--- config.mk ---
export PLATFORM = sky130hd
export DESIGN_NAME = multicycle_control_fsm
export DESIGN_NICKNAME = d
export VERILOG_FILES = /design/src/rtl/multicycle_control_fsm.sv
export SDC_FILE = /design/constraint.sdc
export NUM_CORES = 1
export LEC_CHECK = 0
export BUFFER_PORTS_ARGS = -buffer_cell sky130_fd_sc_hd__buf_2
export CAP_MARGIN = 0
export CORE_MARGIN = 1.5
export CORE_UTILIZATION = 58
export DETAILED_ROUTE_END_ITERATION = 10
export PLACE_DENSITY_LB_ADDON = 0.15
export RECOVER_POWER = 100
export SETUP_SLACK_MARGIN = 0.3
export SLEW_MARGIN = 5
export SYNTH_ARGS = -nofsm -noshare
export SYNTH_HDL_FRONTEND = slang
export SYNTH_SLANG_ARGS = --single-unit
--- constraint.sdc ---
create_clock -name clk -period 4.9 [get_ports clk]
set_input_delay 0.49 -clock clk [delete_from_list [all_inputs] [get_ports clk]]
set_output_delay 0.49 -clock clk [all_outputs]
set_load 0.005 [all_outputs]
--- src/rtl/multicycle_control_fsm.sv ---
// Main control FSM of the multi-cycle RV32I core: walks the shared datapath through IF/ID/EX/MEM/WB,
// drives selects, write strobes and the memory handshake, and keeps cycle/retire counters.
module multicycle_control_fsm #(
    parameter int MEM_TIMEOUT = 255,
    parameter int CNT_W       = 32
) (
    input  logic             clk,
    input  logic             reset,
    input  logic [6:0]       opcode,
    input  logic             halt_cond,
    input  logic             bcond,
    input  logic             mem_ready,
    output logic             mem_req,
    output logic             mem_read,
    output logic             mem_write,
    output logic             i_or_d,
    output logic             ir_write,
    output logic             reg_write,
    output logic [1:0]       wb_sel,
    output logic             alu_src_a,
    output logic [1:0]       alu_src_b,
    output logic [1:0]       alu_ctrl_sel,
    output logic             pc_write,
    output logic [1:0]       pc_src,
    output logic             halted,
    output logic [1:0]       err_code,
    output logic [2:0]       state_o,
    output logic [CNT_W-1:0] cycle_cnt,
    output logic [CNT_W-1:0] instret_cnt
);

    localparam logic [6:0] OP_R      = 7'h33;
    localparam logic [6:0] OP_I      = 7'h13;
    localparam logic [6:0] OP_LOAD   = 7'h03;
    localparam logic [6:0] OP_STORE  = 7'h23;
    localparam logic [6:0] OP_BRANCH = 7'h63;
    localparam logic [6:0] OP_JAL    = 7'h6F;
    localparam logic [6:0] OP_JALR   = 7'h67;
    localparam logic [6:0] OP_SYSTEM = 7'h73;

    localparam int WAIT_W = (MEM_TIMEOUT > 1) ? $clog2(MEM_TIMEOUT + 1) : 1;

    localparam logic [1:0] ERR_NONE    = 2'd0;
    localparam logic [1:0] ERR_ILLEGAL = 2'd1;
    localparam logic [1:0] ERR_TIMEOUT = 2'd2;

    typedef enum logic [2:0] {
        S_IF   = 3'd0,
        S_ID   = 3'd1,
        S_EX   = 3'd2,
        S_MEM  = 3'd3,
        S_WB   = 3'd4,
        S_HALT = 3'd5
    } state_t;

    state_t            state_reg, state_next;
    logic [WAIT_W-1:0] wait_reg, wait_next;
    logic [1:0]        err_reg, err_next;
    logic [CNT_W-1:0]  cycle_reg, instret_reg;
    logic              retire;
    logic              mem_phase;
    logic              timeout;

    assign mem_phase = (state_reg == S_IF) || (state_reg == S_MEM);

    // A ready response in the final wait cycle takes priority over the timeout.
    generate
        if (MEM_TIMEOUT != 0) begin : g_timeout
            assign timeout = mem_phase && !mem_ready && (wait_reg == WAIT_W'(MEM_TIMEOUT - 1));
        end else begin : g_no_timeout
            assign timeout = 1'b0;
        end
    endgenerate

    assign wait_next = (mem_phase && !mem_ready && !timeout) ? wait_reg + WAIT_W'(1) : '0;

    always_comb begin
        state_next   = state_reg;
        err_next     = err_reg;
        retire       = 1'b0;
        mem_req      = 1'b0;
        mem_read     = 1'b0;
        mem_write    = 1'b0;
        i_or_d       = 1'b0;
        ir_write     = 1'b0;
        reg_write    = 1'b0;
        wb_sel       = 2'd0;
        alu_src_a    = 1'b0;
        alu_src_b    = 2'd0;
        alu_ctrl_sel = 2'd0;
        pc_write     = 1'b0;
        pc_src       = 2'd0;

        case (state_reg)
            S_IF: begin
                mem_req  = 1'b1;
                mem_read = 1'b1;
                if (timeout) begin
                    state_next = S_HALT;
                    err_next   = ERR_TIMEOUT;
                end else if (mem_ready) begin
                    ir_write   = 1'b1;
                    state_next = S_ID;
                end
            end
            S_ID: begin
                case (opcode)
                    OP_SYSTEM: begin
                        retire = 1'b1;
                        if (halt_cond) begin
                            state_next = S_HALT;
                        end else begin
                            pc_write   = 1'b1;
                            state_next = S_IF;
                        end
                    end
                    OP_R, OP_I, OP_LOAD, OP_STORE, OP_BRANCH, OP_JAL, OP_JALR: state_next = S_EX;
                    default: begin
                        state_next = S_HALT;
                        err_next   = ERR_ILLEGAL;
                    end
                endcase
            end
            S_EX: begin
                case (opcode)
                    OP_R: begin
                        alu_src_a    = 1'b1;
                        alu_ctrl_sel = 2'd1;
                        state_next   = S_WB;
                    end
                    OP_I: begin
                        alu_src_a    = 1'b1;
                        alu_src_b    = 2'd1;
                        alu_ctrl_sel = 2'd1;
                        state_next   = S_WB;
                    end
                    OP_LOAD, OP_STORE: begin
                        alu_src_a  = 1'b1;
                        alu_src_b  = 2'd1;
                        state_next = S_MEM;
                    end
                    OP_JALR: begin
                        alu_src_a  = 1'b1;
                        alu_src_b  = 2'd1;
                        state_next = S_WB;
                    end
                    OP_BRANCH: begin
                        alu_src_a    = 1'b1;
                        alu_ctrl_sel = 2'd2;
                        pc_write     = 1'b1;
                        pc_src       = bcond ? 2'd1 : 2'd0;
                        retire       = 1'b1;
                        state_next   = S_IF;
                    end
                    OP_JAL: begin
                        pc_write   = 1'b1;
                        pc_src     = 2'd1;
                        state_next = S_WB;
                    end
                    default: state_next = S_IF;
                endcase
            end
            S_MEM: begin
                mem_req   = 1'b1;
                i_or_d    = 1'b1;
                mem_read  = (opcode == OP_LOAD);
                mem_write = (opcode == OP_STORE);
                if (timeout) begin
                    state_next = S_HALT;
                    err_next   = ERR_TIMEOUT;
                end else if (mem_ready) begin
                    if (opcode == OP_STORE) begin
                        pc_write   = 1'b1;
                        retire     = 1'b1;
                        state_next = S_IF;
                    end else begin
                        state_next = S_WB;
                    end
                end
            end
            S_WB: begin
                reg_write  = 1'b1;
                wb_sel     = (opcode == OP_LOAD) ? 2'd1 :
                             ((opcode == OP_JAL) || (opcode == OP_JALR)) ? 2'd2 : 2'd0;
                // JAL already redirected the PC in EX; only the link value is written here.
                pc_write   = (opcode != OP_JAL);
                pc_src     = (opcode == OP_JALR) ? 2'd2 : 2'd0;
                retire     = 1'b1;
                state_next = S_IF;
            end
            S_HALT: state_next = S_HALT;
            default: state_next = S_IF;
        endcase

        // Reset cancels any access or retire in flight during the same cycle.
        if (reset) begin
            retire       = 1'b0;
            mem_req      = 1'b0;
            mem_read     = 1'b0;
            mem_write    = 1'b0;
            i_or_d       = 1'b0;
            ir_write     = 1'b0;
            reg_write    = 1'b0;
            wb_sel       = 2'd0;
            alu_src_a    = 1'b0;
            alu_src_b    = 2'd0;
            alu_ctrl_sel = 2'd0;
            pc_write     = 1'b0;
            pc_src       = 2'd0;
        end
    end

    always_ff @(posedge clk) begin
        if (reset) begin
            state_reg   <= S_IF;
            wait_reg    <= '0;
            err_reg     <= ERR_NONE;
            cycle_reg   <= '0;
            instret_reg <= '0;
        end else begin
            state_reg <= state_next;
            wait_reg  <= wait_next;
            err_reg   <= err_next;
            if (state_reg != S_HALT) begin
                cycle_reg <= cycle_reg + CNT_W'(1);
            end
            if (retire) begin
                instret_reg <= instret_reg + CNT_W'(1);
            end
        end
    end

    assign halted      = (state_reg == S_HALT);
    assign err_code    = err_reg;
    assign state_o     = state_reg;
    assign cycle_cnt   = cycle_reg;
    assign instret_cnt = instret_reg;

endmodule

==> results.sh <==
export IMPL_status="finished with violations"
export IMPL_violations="max-capacitance violations, max-slew violations"
export IMPL_grt_pass1_vias=3527
export IMPL_multi_input_area_mm2=0.00236
export IMPL_rsz0062_at_grt="false"
export IMPL_internal_power_mw=0.897
export IMPL_clockPowerShare_pct=38.1
export IMPL_fp_coreArea_mm2=0.00679
export IMPL_fin_area_mm2=0.00470
export IMPL_final_cells=685
export IMPL_endpoint_kind="flop"
export IMPL_cp_data_arrival_time_ns=3.70
export IMPL_dpl_cell_area_mm2=0.00460
export IMPL_min_path_type="flop to flop"
export IMPL_synthArstFlopShare_pct=0
export IMPL_cts_tree="built"
export IMPL_yosysSeqAreaShare_pct=37.7
export IMPL_synth_cell_type_count=58
export IMPL_vias=4025
export IMPL_critPathLaunchType="flop"
export IMPL_r2r_cells=6
export IMPL_ir_worst_vdd_uv=133
export IMPL_overflow=0
export IMPL_setup_viol=0
export IMPL_num_nets_final=602
export IMPL_synthCells=499
export IMPL_ys_warn_count=0
export IMPL_die_h_um=87.0
export IMPL_p_sw_mw=0.295
export IMPL_route_detailed_drc=0
export IMPL_first_pass_iters=5
export IMPL_h_tree_depth=3
export IMPL_cap_violations=2
export IMPL_die_w_um=87.0
export IMPL_place_congestion=0.905
export IMPL_finalHoldViolations=0
export IMPL_yosysMostFrequentCell="dfxtp_1"
export IMPL_synth_edf_count=0
export IMPL_cp_required_ns=5.18
export IMPL_slew_headroom_pct=-3.13
export IMPL_wl_um=9820
export IMPL_clock_latency_ns=0.35
export IMPL_cts_setup_buffers=0
export IMPL_hold_path_startpoint="err_code[1]"
export IMPL_worstMarginPinSlew_ns=1.53
export IMPL_dieArea_mm2=0.00756
export IMPL_fmax_ghz=0.292
export IMPL_fill_cells=629
export IMPL_r2r_start="state_o[1]"
export IMPL_cts_resized_gates=0
export IMPL_pin_count=98
export IMPL_cts_buffers_inserted=9
export IMPL_seq_area_mm2=0.00154
export IMPL_avgSynthCellArea_um2=8.19
export IMPL_diodes=0
export IMPL_total_leakage_power_nw=1.68
export IMPL_min_period_over_period_pct=69.8
export IMPL_tns_ns=0
export IMPL_start_util_pct=60.2
export IMPL_comb_power_share_pct=7.5
export IMPL_clk_pin_slew_worst_paths_ns=0.08
export IMPL_ys_flop_type="dfxtp_1"
export IMPL_seqPwrFrac_pct=54.4
export IMPL_worst_slack_ns=1.48
export IMPL_hold_depth=2
export IMPL_ys_top_cells_by_count="77 x dfxtp_1, 59 x nor2_1, 35 x a21oi_1"
export IMPL_slew_violations=55
export IMPL_sw_frac_of_total_pct=24.8
export IMPL_drtIter0Drc=204
export IMPL_clkSinkCount=77
export IMPL_synth_fp_nets=515
export IMPL_path_max_fanout=13
export IMPL_antenna_found_initial=0
export IMPL_grt_max_degree=67
export IMPL_place_ws_ns=2.38
export IMPL_routedWlPerCell_um=14.3
export IMPL_post_dp_hpwl_um=6970
export IMPL_clock_skew_ns=0.00999
export IMPL_hold_buffers=0
export IMPL_grt_first_pass_wirelength_um=16200
export IMPL_cp_startpoint="state_o[1]"
export IMPL_hold_ws_ns=0.468
export IMPL_place_inst=671
export IMPL_min_period_ns=3.42
export IMPL_ant_nets=0
export IMPL_yosysTopAreaCellShare_pct=37.7
export IMPL_syn2layout_area_growth_pct=14.9
export IMPL_clk_path_buf_depth=2
export IMPL_ys_seq_elements=77
export IMPL_rows=30
export IMPL_critical_path_class="flop to flop"
export IMPL_p_per_area_mw_per_mm2=254
export IMPL_netlist_top_cells_area="dfxtp_1 38%, nor2_1 5.4%, a21oi_1 4.3%"
export IMPL_yosysTopAreaCell="dfxtp_1"
export IMPL_io_buffers=96
export IMPL_avgViaCountPerCell=5.88
export IMPL_syn_cell_area_mm2=0.00409
export IMPL_drive_above_1_share_pct=14.1
export IMPL_track_usage_pct=26.4
export IMPL_cts_root_buf="clkbuf_8"
-- layer usage --
| layer | GRT usage, % | vias up | part of all wire (%) |
|---|---|---|---|
| met5 | 0 | - | 0 |
| met4 | 7.33 | 0 | 1.2 |
| met3 | 5.50 | 16 | 5.2 |
| met2 | 41.4 | 138 | 46 |
| met1 | 36.8 | 1870 | 48 |
| li1 | - | 2001 | - |
-- metrics by stage --
stage,total power [mW],util [%]
floorplan,0.724,-
global placement,0.752,67.7
detailed placement,0.754,67.7
CTS,1.20,70.3
global route,1.24,69.1
finish,1.19,69.1
-- critical path: stages, from the launching register on --
cell,delay [ns]
dfxtp_1,0.60
nand3b_1,0.31
inv_1,0.15
nor4_1,1.28
nand3_1,0.42
or3_1,0.46
a21oi_1,0.14
-- power groups by stage --
stage / Sequential, mW / Clock, mW / Combinational, mW
finish: 0.649 / 0.454 / 0.0892
global route: 0.650 / 0.488 / 0.0985
global placement: 0.663 / 0 / 0.0893
CTS: 0.649 / 0.461 / 0.0915
detailed placement: 0.664 / 0 / 0.0908
floorplan: 0.657 / 0 / 0.0669
-- kinds of logic after synthesis --
logic type | count (synthesis) | share of synthesized area [%]
simple gates | 252 | 34.7
compound gates | 93 | 14.8
flops | 77 | 37.7
buf+inv | 37 | 3.92
xor+xnor | 33 | 7.07
fa+ha+maj | 4 | 1.22
mux | 2 | 0.520
other cells | 1 | 0.0917
-- cell type report --
cell class,instances,share of cell area [%]
Tap cell,96,2.56
Sequential cell,77,32.8
Clock inverter,5,1.15
Inverter,15,1.20
Timing Repair Buffer,98,9.40
Clock buffer,9,2.64
Multi-Input combinational cell,385,50.2
-- worst paths after layout --
path                         to  slack, ns
setup reg to reg  cycle_cnt[31]       1.48
hold reg to reg     err_code[1]       0.47
setup / recovery  cycle_cnt[31]       1.48
hold / removal      err_code[1]       0.47
-- placed cells by master, fill, tap and decap left out, types with 13 or more instances in the layout --
master / Yosys / routed
or4_1: 16 / 16
a21oi_1: 35 / 35
dfxtp_1: 77 / 77
clkbuf_1: 17 / 39
buf_2: 2 / 51
nor2_1: 59 / 59
xor2_1: 20 / 20
o21ai_0: 15 / 15
inv_1: 14 / 15
or3_1: 15 / 15
nand2_1: 34 / 34
nand3_1: 29 / 29
xnor2_1: 13 / 13
nand4_1: 21 / 21
o31ai_1: 13 / 13
nor3_1: 15 / 15
No activity file was read; power rests on OpenSTA's default activity.
